--- src/rtl/iq_frame_scheduler_if.sv ---
// Bus bundle between the IQ frame scheduler and its sample source / byte reader.
// The master drives samples and read strobes; the slave is the scheduler.
interface iq_frame_scheduler_if;
  logic signed [31:0] RX1_I;
  logic signed [31:0] RX1_Q;
  logic signed [31:0] RX2_I;
  logic signed [31:0] RX2_Q;
  logic               iq_valid;
  logic               rx1_en;
  logic               rx2_en;
  logic               rd_start;
  logic               byte_rd;
  logic               clear_flags;
  logic [7:0]         byte_out;
  logic               byte_valid;
  logic               frame_done;
  logic [2:0]         fifo_level;
  logic               overflow;
  logic               underrun;
  logic [1:0]         state_dbg;

  // Handshake: byte_valid=1 means byte_out is stable and held until the
  // reader pulses byte_rd for one cycle; the next byte appears one cycle later.
  modport master (
    output RX1_I, RX1_Q, RX2_I, RX2_Q, iq_valid, rx1_en, rx2_en,
           rd_start, byte_rd, clear_flags,
    input  byte_out, byte_valid, frame_done, fifo_level, overflow, underrun,
           state_dbg
  );

  modport slave (
    input  RX1_I, RX1_Q, RX2_I, RX2_Q, iq_valid, rx1_en, rx2_en,
           rd_start, byte_rd, clear_flags,
    output byte_out, byte_valid, frame_done, fifo_level, overflow, underrun,
           state_dbg
  );
endinterface

--- src/rtl/iq_frame_scheduler.sv ---
// Buffers up to four 128-bit IQ frames and serialises the head frame as bytes,
// MSB first, skipping the 8 bytes of any receiver disabled at frame start.
module iq_frame_scheduler (
  input  logic           clk_in,
  input  logic           reset,
  iq_frame_scheduler_if.slave bus
);
  typedef enum logic [1:0] {IDLE = 2'd0, LOAD = 2'd1, SEND = 2'd2} state_t;

  state_t       state;
  logic [127:0] mem [4];
  logic [1:0]   wr_ptr;
  logic [1:0]   rd_ptr;
  logic [2:0]   count;
  logic [127:0] frame_reg;
  logic         en1;
  logic         en2;
  logic [3:0]   idx;
  logic [3:0]   last_idx;
  logic [7:0]   byte_out;
  logic         byte_valid;
  logic         frame_done;
  logic         overflow;
  logic         underrun;

  logic         full;
  logic         pop;
  logic         push_ok;
  logic         ovf_ev;
  logic         und_ev;
  logic [127:0] frame_in;

  always_comb begin
    full     = (count == 3'd4);
    pop      = bus.rd_start && (count != 3'd0);
    push_ok  = bus.iq_valid && (!full || pop);
    ovf_ev   = bus.iq_valid && full && !pop;
    und_ev   = bus.rd_start && (count == 3'd0);
    frame_in = {bus.RX1_Q, bus.RX1_I, bus.RX2_Q, bus.RX2_I};
  end

  // Byte k of a frame, k=0 being the top byte of RX1_Q.
  function automatic logic [7:0] pick(input logic [127:0] f, input logic [3:0] k);
    logic [127:0] sh;
    sh = f << {k, 3'b000};
    return sh[127:120];
  endfunction

  always_ff @(posedge clk_in) begin
    if (push_ok) mem[wr_ptr] <= frame_in;
  end

  always_ff @(posedge clk_in or posedge reset) begin
    if (reset) begin
      wr_ptr <= 2'd0;
      rd_ptr <= 2'd0;
      count  <= 3'd0;
    end else begin
      if (push_ok) wr_ptr <= wr_ptr + 2'd1;
      if (pop)     rd_ptr <= rd_ptr + 2'd1;
      case ({push_ok, pop})
        2'b10:   count <= count + 3'd1;
        2'b01:   count <= count - 3'd1;
        default: count <= count;
      endcase
    end
  end

  // A new error event in the same cycle as clear_flags keeps its flag set.
  always_ff @(posedge clk_in or posedge reset) begin
    if (reset) begin
      overflow <= 1'b0;
      underrun <= 1'b0;
    end else begin
      overflow <= ovf_ev || (overflow && !bus.clear_flags);
      underrun <= und_ev || (underrun && !bus.clear_flags);
    end
  end

  always_ff @(posedge clk_in or posedge reset) begin
    if (reset) begin
      state      <= IDLE;
      frame_reg  <= '0;
      en1        <= 1'b0;
      en2        <= 1'b0;
      idx        <= 4'd0;
      last_idx   <= 4'd0;
      byte_out   <= 8'd0;
      byte_valid <= 1'b0;
      frame_done <= 1'b0;
    end else begin
      frame_done <= 1'b0;
      if (bus.rd_start) begin
        // Restart from any state; an abandoned frame gets no frame_done.
        en1        <= bus.rx1_en;
        en2        <= bus.rx2_en;
        if (pop) frame_reg <= mem[rd_ptr];
        byte_valid <= 1'b0;
        state      <= LOAD;
      end else begin
        case (state)
          LOAD: begin
            if (!en1 && !en2) begin
              frame_done <= 1'b1;
              state      <= IDLE;
            end else begin
              idx        <= en1 ? 4'd0 : 4'd8;
              last_idx   <= en2 ? 4'd15 : 4'd7;
              byte_out   <= pick(frame_reg, en1 ? 4'd0 : 4'd8);
              byte_valid <= 1'b1;
              state      <= SEND;
            end
          end
          SEND: begin
            if (bus.byte_rd) begin
              if (idx == last_idx) begin
                byte_valid <= 1'b0;
                frame_done <= 1'b1;
                state      <= IDLE;
              end else begin
                idx      <= idx + 4'd1;
                byte_out <= pick(frame_reg, idx + 4'd1);
              end
            end
          end
          default: state <= IDLE;
        endcase
      end
    end
  end

  assign bus.byte_out   = byte_out;
  assign bus.byte_valid = byte_valid;
  assign bus.frame_done = frame_done;
  assign bus.fifo_level = count;
  assign bus.overflow   = overflow;
  assign bus.underrun   = underrun;
  assign bus.state_dbg  = state;
endmodule

--- src/flat_wrapper.sv ---
// flat-port wrapper written by rule: the top's interface ports become plain ports
module iq_frame_scheduler_flat 
  (clk_in, reset, bus_RX1_I, bus_RX1_Q, bus_RX2_I, bus_RX2_Q, bus_iq_valid, bus_rx1_en, bus_rx2_en, bus_rd_start, bus_byte_rd, bus_clear_flags, bus_byte_out, bus_byte_valid, bus_frame_done, bus_fifo_level, bus_overflow, bus_underrun, bus_state_dbg);
  iq_frame_scheduler_if bus_i ();
  input  logic clk_in;
  input  logic reset;
  input wire logic [$bits(bus_i.RX1_I)-1:0] bus_RX1_I;
  input wire logic [$bits(bus_i.RX1_Q)-1:0] bus_RX1_Q;
  input wire logic [$bits(bus_i.RX2_I)-1:0] bus_RX2_I;
  input wire logic [$bits(bus_i.RX2_Q)-1:0] bus_RX2_Q;
  input wire logic [$bits(bus_i.iq_valid)-1:0] bus_iq_valid;
  input wire logic [$bits(bus_i.rx1_en)-1:0] bus_rx1_en;
  input wire logic [$bits(bus_i.rx2_en)-1:0] bus_rx2_en;
  input wire logic [$bits(bus_i.rd_start)-1:0] bus_rd_start;
  input wire logic [$bits(bus_i.byte_rd)-1:0] bus_byte_rd;
  input wire logic [$bits(bus_i.clear_flags)-1:0] bus_clear_flags;
  output wire logic [$bits(bus_i.byte_out)-1:0] bus_byte_out;
  output wire logic [$bits(bus_i.byte_valid)-1:0] bus_byte_valid;
  output wire logic [$bits(bus_i.frame_done)-1:0] bus_frame_done;
  output wire logic [$bits(bus_i.fifo_level)-1:0] bus_fifo_level;
  output wire logic [$bits(bus_i.overflow)-1:0] bus_overflow;
  output wire logic [$bits(bus_i.underrun)-1:0] bus_underrun;
  output wire logic [$bits(bus_i.state_dbg)-1:0] bus_state_dbg;
  assign bus_i.RX1_I = bus_RX1_I;
  assign bus_i.RX1_Q = bus_RX1_Q;
  assign bus_i.RX2_I = bus_RX2_I;
  assign bus_i.RX2_Q = bus_RX2_Q;
  assign bus_i.iq_valid = bus_iq_valid;
  assign bus_i.rx1_en = bus_rx1_en;
  assign bus_i.rx2_en = bus_rx2_en;
  assign bus_i.rd_start = bus_rd_start;
  assign bus_i.byte_rd = bus_byte_rd;
  assign bus_i.clear_flags = bus_clear_flags;
  assign bus_byte_out = bus_i.byte_out;
  assign bus_byte_valid = bus_i.byte_valid;
  assign bus_frame_done = bus_i.frame_done;
  assign bus_fifo_level = bus_i.fifo_level;
  assign bus_overflow = bus_i.overflow;
  assign bus_underrun = bus_i.underrun;
  assign bus_state_dbg = bus_i.state_dbg;
  iq_frame_scheduler u_core (.clk_in(clk_in), .reset(reset), .bus(bus_i));
endmodule
--- config.mk ---
export PLATFORM = sky130hd
export DESIGN_NAME = iq_frame_scheduler_flat
export DESIGN_NICKNAME = d
export VERILOG_FILES = /design/src/rtl/iq_frame_scheduler_if.sv /design/src/rtl/iq_frame_scheduler.sv /design/src/flat_wrapper.sv
export SDC_FILE = /design/constraint.sdc
export NUM_CORES = 1
export LEC_CHECK = 0
export CORE_MARGIN = 3
export CORE_UTILIZATION = 45
export CTS_BUF_LIST = sky130_fd_sc_hd__clkbuf_4
export DETAILED_ROUTE_END_ITERATION = 8
export DONT_BUFFER_PORTS = 1
export GPL_TIMING_DRIVEN = 0
export PLACE_DENSITY = 0.69
export SYNTH_ARGS = -nofsm -noshare
export SYNTH_HDL_FRONTEND = slang
export SYNTH_SLANG_ARGS = --single-unit
--- constraint.sdc ---
create_clock -name clk_in -period 13.8 [get_ports clk_in]
set_clock_uncertainty 0.1 [all_clocks]
set_input_delay 3.45 -clock clk_in [delete_from_list [all_inputs] [get_ports clk_in]]
set_output_delay 3.45 -clock clk_in [all_outputs]
set_load 0.01 [all_outputs]
# Word level (Yosys, flattened, before mapping)
# Memory sizes are Yosys's and may differ from the RTL's. A register that Yosys moved wholly into a read port is not among the register bits.
# Index checks and enable logic that the tools add are counted.
[word_totals]
ff_bits = 31
mem_bits_rw = 512
input_bits = 136
wordCells = 89
n_memories = 1
[memory_table]
columns = ["name", "words", "word_bits", "read_ports", "rd_clocked_by_memory_dff", "wr", "line", "text"]
rows = [
  ["u_core.mem", 4, 128, 1, 1, 1, "iq_frame_scheduler.sv:11", "logic [127:0] mem [4];"],
]
[op_classes]
add_sub_neg = 5
eq_ne = 12
n_shift = 2
mux = 28
bitwise = 2
reduce_logical = 26
[op_table]
columns = ["cell", "count"]
rows = [
  ["128-bit by 7-bit left shift with 128-bit output", 2],
  ["8-bit two-way mux", 3],
  ["4-bit two-way mux", 5],
  ["8-bit one-hot mux with 2 select lines", 1],
  ["1-bit two-way mux", 10],
  ["1-bit logical AND", 8],
  ["2-bit two-way mux", 4],
  ["4-bit one-hot mux with 2 select lines", 1],
  ["2-bit != test, second input constant", 3],
  ["3-bit != test, second input constant", 2],
  ["3-bit one-hot mux with 2 select lines", 1],
  ["3-bit nonzero test", 2],
  ["1-bit logical NOT", 5],
  ["5-bit AND reduction", 1],
  ["2-bit by 1-bit adder with 2-bit output, second input constant", 2],
  ["4-bit by 1-bit adder with 4-bit output, second input constant", 1],
  ["2-bit by 1-bit == test with 1-bit output, second input constant", 2],
  ["2-bit == test, second input constant", 2],
  ["4-bit == test", 1],
  ["1-bit one-hot mux with 2 select lines", 2],
  ["2-bit one-hot mux with 2 select lines", 1],
  ["2-bit AND reduction", 2],
  ["4-bit AND reduction", 1],
  ["2-bit nonzero test", 2],
  ["8 further kinds", 11],
]

# Logic depth before layout (Yosys ltp)
[logic_depth]
depth_word = 6
mapped_depth = 11
ltp_nobuf = 9

# Worst setup path after synthesis
# OpenSTA, ideal clock, no wires.
[synth_path]
kind = "input to register"
start = "input port bus_rd_start"
end = "memory u_core.mem[0][0], enable pin"
t_arrival_ns = 7.206
required_ns = 13.198
setup_slack_ns = 5.992
cell_stages = 5
n_path_buf = 2
cell_sequence = "clkbuf_1 nor4b_1 nor2b_1 clkbuf_1 and2_1"
[synth_via]
elab_chain_cells = 5
[synth_rtl]
columns = ["element", "line", "text"]
rows = [
  ["from (decl)", "flat_wrapper.sv:14", "input wire logic [$bits(bus_i.rd_start)-1:0] bus_rd_start;"],
  ["1-bit logical AND", "iq_frame_scheduler.sv:35", "pop = bus.rd_start && (count != 3'd0);"],
  ["1-bit logical OR", "iq_frame_scheduler.sv:36", "push_ok = bus.iq_valid && (!full || pop);"],
  ["1-bit logical AND", "iq_frame_scheduler.sv:36", ""],
  ["1-bit two-way mux", "iq_frame_scheduler.sv:50", "if (push_ok) mem[wr_ptr] <= frame_in;"],
  ["1-bit two-way mux (implied by the code)", "iq_frame_scheduler.sv:50", ""],
  ["to (decl)", "iq_frame_scheduler.sv:11", ""],
]
# Every way passes these cells.

# Worst setup path in the final report
[layout_path]
start = "input port bus_rd_start"
end = "memory u_core.mem[2][74], enable pin"
# The elaborated chain is that of the path after synthesis.

==> impl_results.md <==
* Total iterations of the first detailed-routing run at 6
* CP required at roughly 14 ns
* Gp weighted congestion at roughly 0.86
* Vias in the first global route at roughly 13000
* Fmax at around 0.19 GHz
* GR Util met1 at 24.1%
* Worst Tran Pin Value at roughly 0.96 ns
* RSZ-0062 raised after global routing: false
* Ys async rst share at a little under a quarter
* Clock transition at the registers of the reported paths at ~0.06 ns
* Via density at between 5 and 6
* Largest net degree at the start of global routing at 89
* Total Wirelength at 54.3 mm
* Mean post-synth cell area at 20.8 um2
* Residual DRC at 0
* CP endpoint kind: register
* Worst hold slack at 0.386 ns
* Synth top area share at 59.3%
* WS Path Type: primary input to register
* Setup violations, final at 0
* TritonCTS buffer count at 168
* Top_reg_cell synth: edfxtp_1
* Max cap viols at 0
* Top post-synthesis cells by area: edfxtp_1 59%, dfrtp_1 15%, mux4_2 12%
* Area leader, netlist: edfxtp_1
* Antenna violations before repair at 2
* PD cells at between 200 and 250 nW/um2
* Fin nets at around 1600
* Root buffer cell: clkbuf_4
* Vias at about 13000
* Fin. Hold Viols at 0
* Grt peak-use layer: met2
* M3 GR Usage at 7.88%
* Hold Buf Count CTS at 0
* Peak supply drop at roughly 0.094 mV
* Buffers on Ports at 0
* Slew HR at approximately 36%
* Initial Utilization at ~46%
* First-pass GRT wire length at between 80 and 90 mm
* FP Rows at between 80 and 90
* # Post-CTS Setup Buffers at 0
* Num ports at 153
* Commonest cells in the netlist: 512 x edfxtp_1, 157 x dfrtp_1, 136 x mux4_2
* Core ar. at between 50000 and 60000 um2
* Share of cells above drive strength 1 at slightly below 40%
* Crit share post-route at between 30% and 40%
* Status: finished, final reports clean
* Gr ovfl total at 0
* Power, Total at roughly 6.2 mW
* Tmin final at roughly 5.4 ns
* DRT iter0 DRCs at between 800 and 900
* Area of the die at between 60000 and 70000 um2
* Max reg flops at around 500
* Antenna Violating Nets Remaining at 0
* CP arrival at ~5.9 ns
* Fill count at ~4500
* EDFF count, synth at approximately 510
* Slew Limit Fails at 0
* Total GRT Usage at between 10% and 20%
* Post-DP HPWL at about 36 mm
* H-tree Lvls at 4
* Yosys reg bits at 669
* DIE WIDTH at about 250 um
* GRT met2 Usage at between 20% and 30%
* Crit path max fanout at 54
* Area Overhead vs Synth at 13.5%
* Seq/Total Area, Yosys at about 74%
* Syn nets at approximately 1400
* Clk_lat worst skew at approximately 0.98 ns
* Total Neg Setup Slack at 0 ns
* Synthesized area at around 26000 um2
* TritonCTS clock tree: yes
* Pleak at between 10 and 15 nW
* Die Height at approximately 250 um
* CP Launch Type: primary input
* Most numerous cell in the Yosys netlist: edfxtp_1
* Worst-case clock buffer depth at 3
* Netlist cell types at between 50 and 60
* Cells after Synth at ~1200
* Drt wl/cell at around 23 um
* HP Class: register to register
* Syn. warnings at 0
* Post-CTS sizing at 0
* CTS Sinks at 669
==> routing by layer <==
metal	share of wire, %	vias to the layer above
met4	2.0	0
met2	48	357
met5	0	-
met3	8.3	85
li1	-	5531
met1	41	6586
==> power by group <==
group	leakage, nW	switching [mW]	internal (mW)
Clock	1.35	0.777	0.939
Sequential	6.55	0.232	2.72
Combinational	2.34	0.769	0.773
Total	10.2	1.78	4.44
==> stage by stage <==
stage | std cells | cell area, um2 | setup WS, ns | util, %
after CTS | 2321 | 29400 | 8.43 | 51.8
after global placement | 2001 | 26900 | 3.17 | 47.4
after floorplan | 1245 | 25900 | 5.99 | -
final | 2325 | 29400 | 8.41 | 51.8
after global routing | 2325 | 29400 | 8.25 | 51.8
after detailed placement | 2010 | 27100 | 7.36 | 47.8
==> cell type report <==
class | instances | area, um2 | share of cell area [%]
sequential | 669 | 19300 | 65.7
multi-input combinational | 494 | 6190 | 21.1
clock buffer | 261 | 1960 | 6.66
tap | 756 | 946 | 3.22
buffer | 66 | 368 | 1.25
clock inverter | 50 | 323 | 1.10
timing repair buffer | 9 | 233 | 0.792
inverter | 16 | 67.6 | 0.230
antenna | 4 | 10.0 | 0.0340
==> kinds of logic (layout without fill, tap and decap cells) <==
| family | Yosys count | in the layout | share of synthesized area (%) |
|---|---|---|---|
| fa+ha+maj | 9 | 9 | 0.464 |
| other cells | 0 | 4 | 0 |
| mux | 282 | 282 | 18.6 |
| flops | 669 | 669 | 74.5 |
| buf+inv | 82 | 402 | 1.65 |
| simple gates | 108 | 108 | 2.22 |
| xor+xnor | 9 | 9 | 0.362 |
| compound gates | 86 | 86 | 2.21 |
==> worst max-delay path: stages <==
cell and delay (ns):
clkbuf_1 0.44, nor4b_1 0.16, nor2b_1 0.14, clkbuf_1 0.30, and2_4 0.72, buf_16 0.36, buf_12 0.25
==> cell usage in the layout, fill, tap and decap left out, drive strengths merged, types with 4 or more instances in the layout <==
cell	n
a211oi	7
a21oi	18
a221oi	8
a31oi	4
and2	14
buf	51
bufinv	4
clkbuf	285
clkinv	38
clkinvlp	4
dfrtp	157
diode	4
edfxtp	512
ha	8
inv	20
mux2	130
mux2i	8
mux4	144
nand2	26
nand2b	16
nor2	16
nor2b	4
nor3	16
o21ai	26
o31ai	14
or2	7
xnor2	6
==> worst paths after layout <==
| kind | cells after the start | slack (ns) | start | to |
|---|---|---|---|---|
| hold / removal | 1 | 0.39 | u_core.frame_reg[37]$_DFFE_PP0P_ | u_core.frame_reg[37]$_DFFE_PP0P_ |
| min in group asynchronous | 1 | 2.26 | reset | u_core.bus.fifo_level[0]$_DFFE_PP0P_ |
| hold reg to reg | 1 | 0.39 | u_core.frame_reg[37]$_DFFE_PP0P_ | u_core.frame_reg[37]$_DFFE_PP0P_ |
| setup / recovery | 7 | 8.41 | bus_rd_start | u_core.mem[2][74]$_DFFE_PP_ |
| max in group asynchronous | 2 | 10.45 | reset | u_core.frame_reg[111]$_DFFE_PP0P_ |
| setup reg to reg | 10 | 10.72 | u_core.bus.fifo_level[0]$_DFFE_PP0P_ | u_core.bus.fifo_level[2]$_DFFE_PP0P_ |
No activity file was read; power rests on OpenSTA's default activity.
